<file path="src/rtl/axi3_lp_controller.sv">
// AXI3 low-power handshake controller: tracks outstanding transfers, runs an idle timer
// and sequences the CSYSREQ/CSYSACK/CSYSACTIVE exchange with the peripheral.
//
// state  | meaning
// RUN    | normal traffic, watching for sleep_req or idle timeout
// DRAIN  | new addresses blocked, waiting for outstanding transfers to finish
// REQ    | CSYSREQ low, waiting for the peripheral to acknowledge
// LOWPWR | peripheral accepted, bus in low-power state
// EXIT   | CSYSREQ high again, waiting for CSYSACK to return high
module axi3_lp_controller #(
  parameter int IDLE_CYCLES = 64,
  parameter int CNT_WIDTH   = 4
) (
  input  logic                 ACLK,
  input  logic                 ARESETn,
  input  logic                 AWVALID,
  input  logic                 AWREADY,
  input  logic                 ARVALID,
  input  logic                 ARREADY,
  input  logic                 WVALID,
  input  logic                 BVALID,
  input  logic                 BREADY,
  input  logic                 RVALID,
  input  logic                 RREADY,
  input  logic                 RLAST,
  input  logic                 sleep_req,
  input  logic                 auto_en,
  output logic                 CSYSREQ,
  input  logic                 CSYSACK,
  input  logic                 CSYSACTIVE,
  output logic                 block_new,
  output logic                 lp_active,
  output logic                 denied,
  output logic [CNT_WIDTH-1:0] wr_out,
  output logic [CNT_WIDTH-1:0] rd_out
);

  typedef enum logic [2:0] {RUN, DRAIN, REQ, LOWPWR, EXIT} state_t;

  localparam logic [CNT_WIDTH-1:0] CNT_MAX  = '1;
  localparam logic [15:0]          IDLE_MAX = 16'(IDLE_CYCLES);

  state_t               state;
  logic [15:0]          idle_cnt;
  logic                 rearm_wait;
  logic [CNT_WIDTH-1:0] wr_nxt;
  logic [CNT_WIDTH-1:0] rd_nxt;
  logic                 wr_inc, wr_dec, rd_inc, rd_dec;
  logic                 cnt_sat;
  logic                 bus_busy;
  logic                 idle_hit;
  logic                 run_enter;
  logic                 sleep_go;

  assign wr_inc = AWVALID & AWREADY;
  assign wr_dec = BVALID & BREADY;
  assign rd_inc = ARVALID & ARREADY;
  assign rd_dec = RVALID & RREADY & RLAST;

  always_comb begin
    wr_nxt = wr_out;
    if (wr_inc && !wr_dec && (wr_out != CNT_MAX))
      wr_nxt = wr_out + 1'b1;
    else if (wr_dec && !wr_inc && (wr_out != '0))
      wr_nxt = wr_out - 1'b1;
  end

  always_comb begin
    rd_nxt = rd_out;
    if (rd_inc && !rd_dec && (rd_out != CNT_MAX))
      rd_nxt = rd_out + 1'b1;
    else if (rd_dec && !rd_inc && (rd_out != '0))
      rd_nxt = rd_out - 1'b1;
  end

  // Saturation uses next-cycle counts so block_new lines up with the registered counters.
  assign cnt_sat   = (wr_nxt == CNT_MAX) || (rd_nxt == CNT_MAX);
  assign bus_busy  = AWVALID | ARVALID | WVALID | BVALID | RVALID |
                     (wr_out != '0) | (rd_out != '0);
  assign idle_hit  = (idle_cnt == IDLE_MAX);
  assign run_enter = (state == EXIT) && CSYSACK;
  assign sleep_go  = (sleep_req && !rearm_wait) || (auto_en && idle_hit);

  always_ff @(posedge ACLK) begin
    if (!ARESETn) begin
      wr_out <= '0;
      rd_out <= '0;
    end else begin
      wr_out <= wr_nxt;
      rd_out <= rd_nxt;
    end
  end

  always_ff @(posedge ACLK) begin
    if (!ARESETn)
      idle_cnt <= '0;
    else if (bus_busy || run_enter)
      idle_cnt <= '0;
    else if (!idle_hit)
      idle_cnt <= idle_cnt + 16'd1;
  end

  always_ff @(posedge ACLK) begin
    if (!ARESETn) begin
      state      <= RUN;
      CSYSREQ    <= 1'b1;
      block_new  <= 1'b0;
      lp_active  <= 1'b0;
      denied     <= 1'b0;
      rearm_wait <= 1'b0;
    end else begin
      denied <= 1'b0;
      if (!sleep_req)
        rearm_wait <= 1'b0;
      case (state)
        RUN: begin
          if (sleep_go) begin
            state     <= DRAIN;
            block_new <= 1'b1;
          end else begin
            block_new <= cnt_sat;
          end
        end
        DRAIN: begin
          if ((wr_out == '0) && (rd_out == '0) && !AWVALID && !ARVALID) begin
            state   <= REQ;
            CSYSREQ <= 1'b0;
          end
        end
        REQ: begin
          if (!CSYSACK) begin
            if (CSYSACTIVE) begin
              // Denied: a still-high sleep_req must drop once before it can retrigger.
              state      <= EXIT;
              CSYSREQ    <= 1'b1;
              denied     <= 1'b1;
              rearm_wait <= sleep_req;
            end else begin
              state     <= LOWPWR;
              lp_active <= 1'b1;
            end
          end
        end
        LOWPWR: begin
          if (!sleep_req || CSYSACTIVE) begin
            state     <= EXIT;
            CSYSREQ   <= 1'b1;
            lp_active <= 1'b0;
          end
        end
        EXIT: begin
          if (CSYSACK) begin
            state     <= RUN;
            block_new <= cnt_sat;
          end
        end
        default: begin
          state     <= RUN;
          CSYSREQ   <= 1'b1;
          block_new <= 1'b0;
          lp_active <= 1'b0;
        end
      endcase
    end
  end

endmodule

</file>
<file path="config.mk">
export PLATFORM = sky130hd
export DESIGN_NAME = axi3_lp_controller
export DESIGN_NICKNAME = d
export VERILOG_FILES = /design/src/rtl/axi3_lp_controller.sv
export SDC_FILE = /design/constraint.sdc
export NUM_CORES = 1
export LEC_CHECK = 0
export CAP_MARGIN = 40
export CORE_ASPECT_RATIO = 0.9
export CORE_MARGIN = 1.5
export CORE_UTILIZATION = 48
export DETAILED_ROUTE_END_ITERATION = 10
export GPL_ROUTABILITY_DRIVEN = 0
export GPL_TIMING_DRIVEN = 0
export PLACE_DENSITY_LB_ADDON = 0.25
export SETUP_SLACK_MARGIN = 0.05
export SLEW_MARGIN = 10
export SYNTH_ARGS = -nofsm -noshare
export SYNTH_HDL_FRONTEND = slang
export SYNTH_SLANG_ARGS = --single-unit
</file>
<file path="constraint.sdc">
create_clock -name ACLK -period 2.1 [get_ports ACLK]
set_input_delay 0.42 -clock ACLK [delete_from_list [all_inputs] [get_ports ACLK]]
set_output_delay 0.42 -clock ACLK [all_outputs]
set_load 0.005 [all_outputs]
</file>
==> out/qor.yml <==
yosys:
  synth_ff_type: "dfxtp_1"
  ys_types: 50
  syn_area_per_cell_um2: 8.15
  synth.area.mux_share_pct: 1.72
  async_flop_share_pct: 0
  synth_seq_area_share_pct: 35.2
  synth_top_family_by_area: "simple AND/OR/NAND/NOR gates"
  synth_nets: 245
  synth-adder-area-share_pct: 4.13
  synth_area_mm2: 0.00182
  yosys_warnings: 0
  synth_xor_area_share_pct: 9.64
  synth_edf_count: 0
  synth-simple-area-share_pct: 29.7
  synth_compound_area_share_pct: 15.8
  syn_inst: 223
  ys_ff_latch: 32
layout:
  layout_commonest_cell: "nor2_1"
  layout.nets: 289
  n_antenna_cell: 0
  drive_above_1_share_pct: 17.5
  syn_to_final_growth_pct: 33.2
  final_cell_mix: "nor2_1, dfxtp_1, clkdlybuf4s50_1, nand2_1"
  final-instance-count-excl-fill: 314
grt:
  grt_util_all_layers_pct: 20.3
  grt_overflow: 0
  grt_pass1_wl_um: 6360
  grt_pass1_vias: 1529
  grt_antenna_before_repair: 0
  grt_max_degree: 17
worst_setup_path:
  cp.required_ns: 2.31
  critPathLaunchType: "input pin"
  critPathArrivalTime_ns: 2.24
  critPathKind: "input pin to register"
  r2r_end: "idle_cnt[8]$_SDFFE_PP0P_"
  path_max_fanout: 16
  critPathLaunch: "BVALID"
  ff2ff_path_depth: 7
  crit_path_end_kind: "register"
  r2r_start: "rd_out[1]$_SDFF_PN0_"
  ff2ff_setup_slack_ns: 0.08
power:
  power_frac_seq_pct: 39.2
  p_per_area_mw_per_mm2: 774
  internal_power_mw: 1.26
  power.total_mw: 1.87
  p_comb_share_pct: 34.8
  switching_share_pct: 32.5
  ir_worst_vdd_mv: 0.542
  clockPowerShare_pct: 26.0
  p_switching_mw: 0.609
  p_leak_nw: 0.931
die:
  start_util_pct: 49.4
  die_h_um: 61.4
  fp.dieW_um: 67.9
  die_area_mm2: 0.00417
  core_mm2: 0.00368
  num_io_pins: 28
  placementRows: 21
drt:
  routed_wl_um: 4070
  ant_nets: 0
  dr.pass1.iters: 4
  first_iter_violations: 40
  via_per_inst: 5.44
  vias: 1707
  route.detailed.drc: 0
  wl_per_cell_um: 13.0
timing:
  fin_setup_tns_ns: 0
  maxSlewHeadroom_pct: 57.3
  rsz0062_at_grt: "yes"
  hold_violations: 0
  clock_skew_ns: 0.00611
  finalSetupViolations: 0
  min_period_ns: 2.02
  post-route-period-util_pct: 96.3
  tightest_slew_ns: 0.640
  fmax_mhz: 494
  fin_ws_ns: 0.0774
  drv_slew: 0
min_path:
  min-delay-start: "ARESETn"
  whs_path_depth: 2
  hold_path_end: "CSYSREQ$_SDFFE_PN1P_"
  hold_class: "input pin to register"
placement:
  pre_cts_ws_ns: -0.351
  placed_cells: 295
  place.port_buffers: 26
  dp_hpwl_um: 2610
outcome:
  outcome: "completed"
clock_tree:
  htreeDepth: 2
  insertion_delay_ns: 0.29
  clockBufferDepth: 2
  clkTransAtPathRegs_ns: 0.06
  cts_sinks: 32
  tritoncts: "done"
  cts_buffers: 5
  cts_root_buffer: "clkbuf_8"
run:
  maxCapViolCount: 0
-- cell type report --
cell class                      count  area, um^2
Inverter                           11        43.8
Buffer                              5        23.8
Clock buffer                        6        82.6
Timing Repair Buffer               38         363
Tap cell                           46        57.6
Sequential cell                    32         651
Fill cell                         344        1260
Multi-Input combinational cell    174        1190
Clock inverter                      2        10.0
-- power groups by stage --
stage               combinational (mW)  sequential (mW)  clock (mW)
finish                           0.651            0.734       0.487
global route                     0.728            0.743       0.535
CTS                              0.614            0.731       0.499
detailed placement               0.579            0.746           0
global placement                 0.576            0.742           0
floorplan                        0.392            0.738           0
-- cells in the mapped netlist, types with 2 or more instances --
cell type,number,area share (%)
o22ai_1,3,1.0
a31oi_1,3,1.0
and2_1,5,1.7
nor4_1,2,0.69
nor4b_1,2,0.96
nor3_1,5,1.4
inv_1,11,2.3
a21oi_1,10,2.8
xnor2_1,7,3.4
ha_1,6,4.1
nand2_1,18,3.7
nor2_1,37,7.6
dfxtp_1,32,35
nand3_1,13,3.6
xor2_1,13,6.3
nand2b_1,5,1.7
nand3b_1,2,0.83
o211ai_1,2,0.83
mux2i_1,2,1.1
clkbuf_1,4,0.83
a211o_1,2,0.96
a211oi_1,2,0.83
o21ai_0,4,1.1
nand4_1,3,1.0
a221oi_1,2,0.96
and3_1,4,1.4
-- per-stage QoR --
stage	hold slack, ns	instance area [um^2]	util, %
global route	0.443	2420	65.8
detailed placement	0.494	2140	58.1
global placement	0.488	2140	58.1
CTS	0.400	2290	62.2
floorplan	0.472	1820	-
finish	0.408	2420	65.8
-- sequential cells by signal, indices dropped and copies added, names as in the netlist --
name / count
rd_out: 4
denied: 1
lp_active: 1
block_new: 1
state: 3
rearm_wait: 1
wr_out: 4
idle_cnt: 16
CSYSREQ: 1
-- layer usage --
layer / GRT usage [%] / wire, um / up-vias
met5: 0 / 0 / -
met4: 9.14 / 65 / 0
met3: 4.75 / 216 / 6
met2: 32.9 / 1830 / 38
met1: 26.1 / 1960 / 791
li1: - / - / 872
-- how the worst max path moves through the flow --
| stage | to | slack, ns | cells past startpoint |
|---|---|---|---|
| after floorplan | block_new$_SDFFE_PN0P_ | 0.06 | 8 |
| after global placement | block_new$_SDFFE_PN0P_ | -0.36 | 7 |
| after detailed placement | block_new$_SDFFE_PN0P_ | -0.35 | 7 |
| after CTS | block_new$_SDFFE_PN0P_ | 0.03 | 7 |
| after global routing | idle_cnt[8]$_SDFFE_PP0P_ | -0.04 | 7 |
| final | idle_cnt[8]$_SDFFE_PP0P_ | 0.08 | 4 |
-- critical path: stages --
cell	delay, ns
clkdlybuf4s50_1	0.47
or4_1	0.58
a311o_1	0.57
nor2_1	0.19
-- kinds of logic after synthesis --
logic type | after synthesis
and+or+nand+nor | 106
DFF | 32
xor gates and xnor gates | 20
adders and majority gates | 6
AOI/OAI and AO/OA | 39
buffers and inverters | 17
muxes | 3
-- what timing repair did --
item,CTS,global route
endpoints found under the setup margin,12,7
buffers inserted,5,7
pin swaps,7,13
gates resized for setup,10,19
hold buffers,0,0
Note: power is estimated with default switching activity, not from simulation.
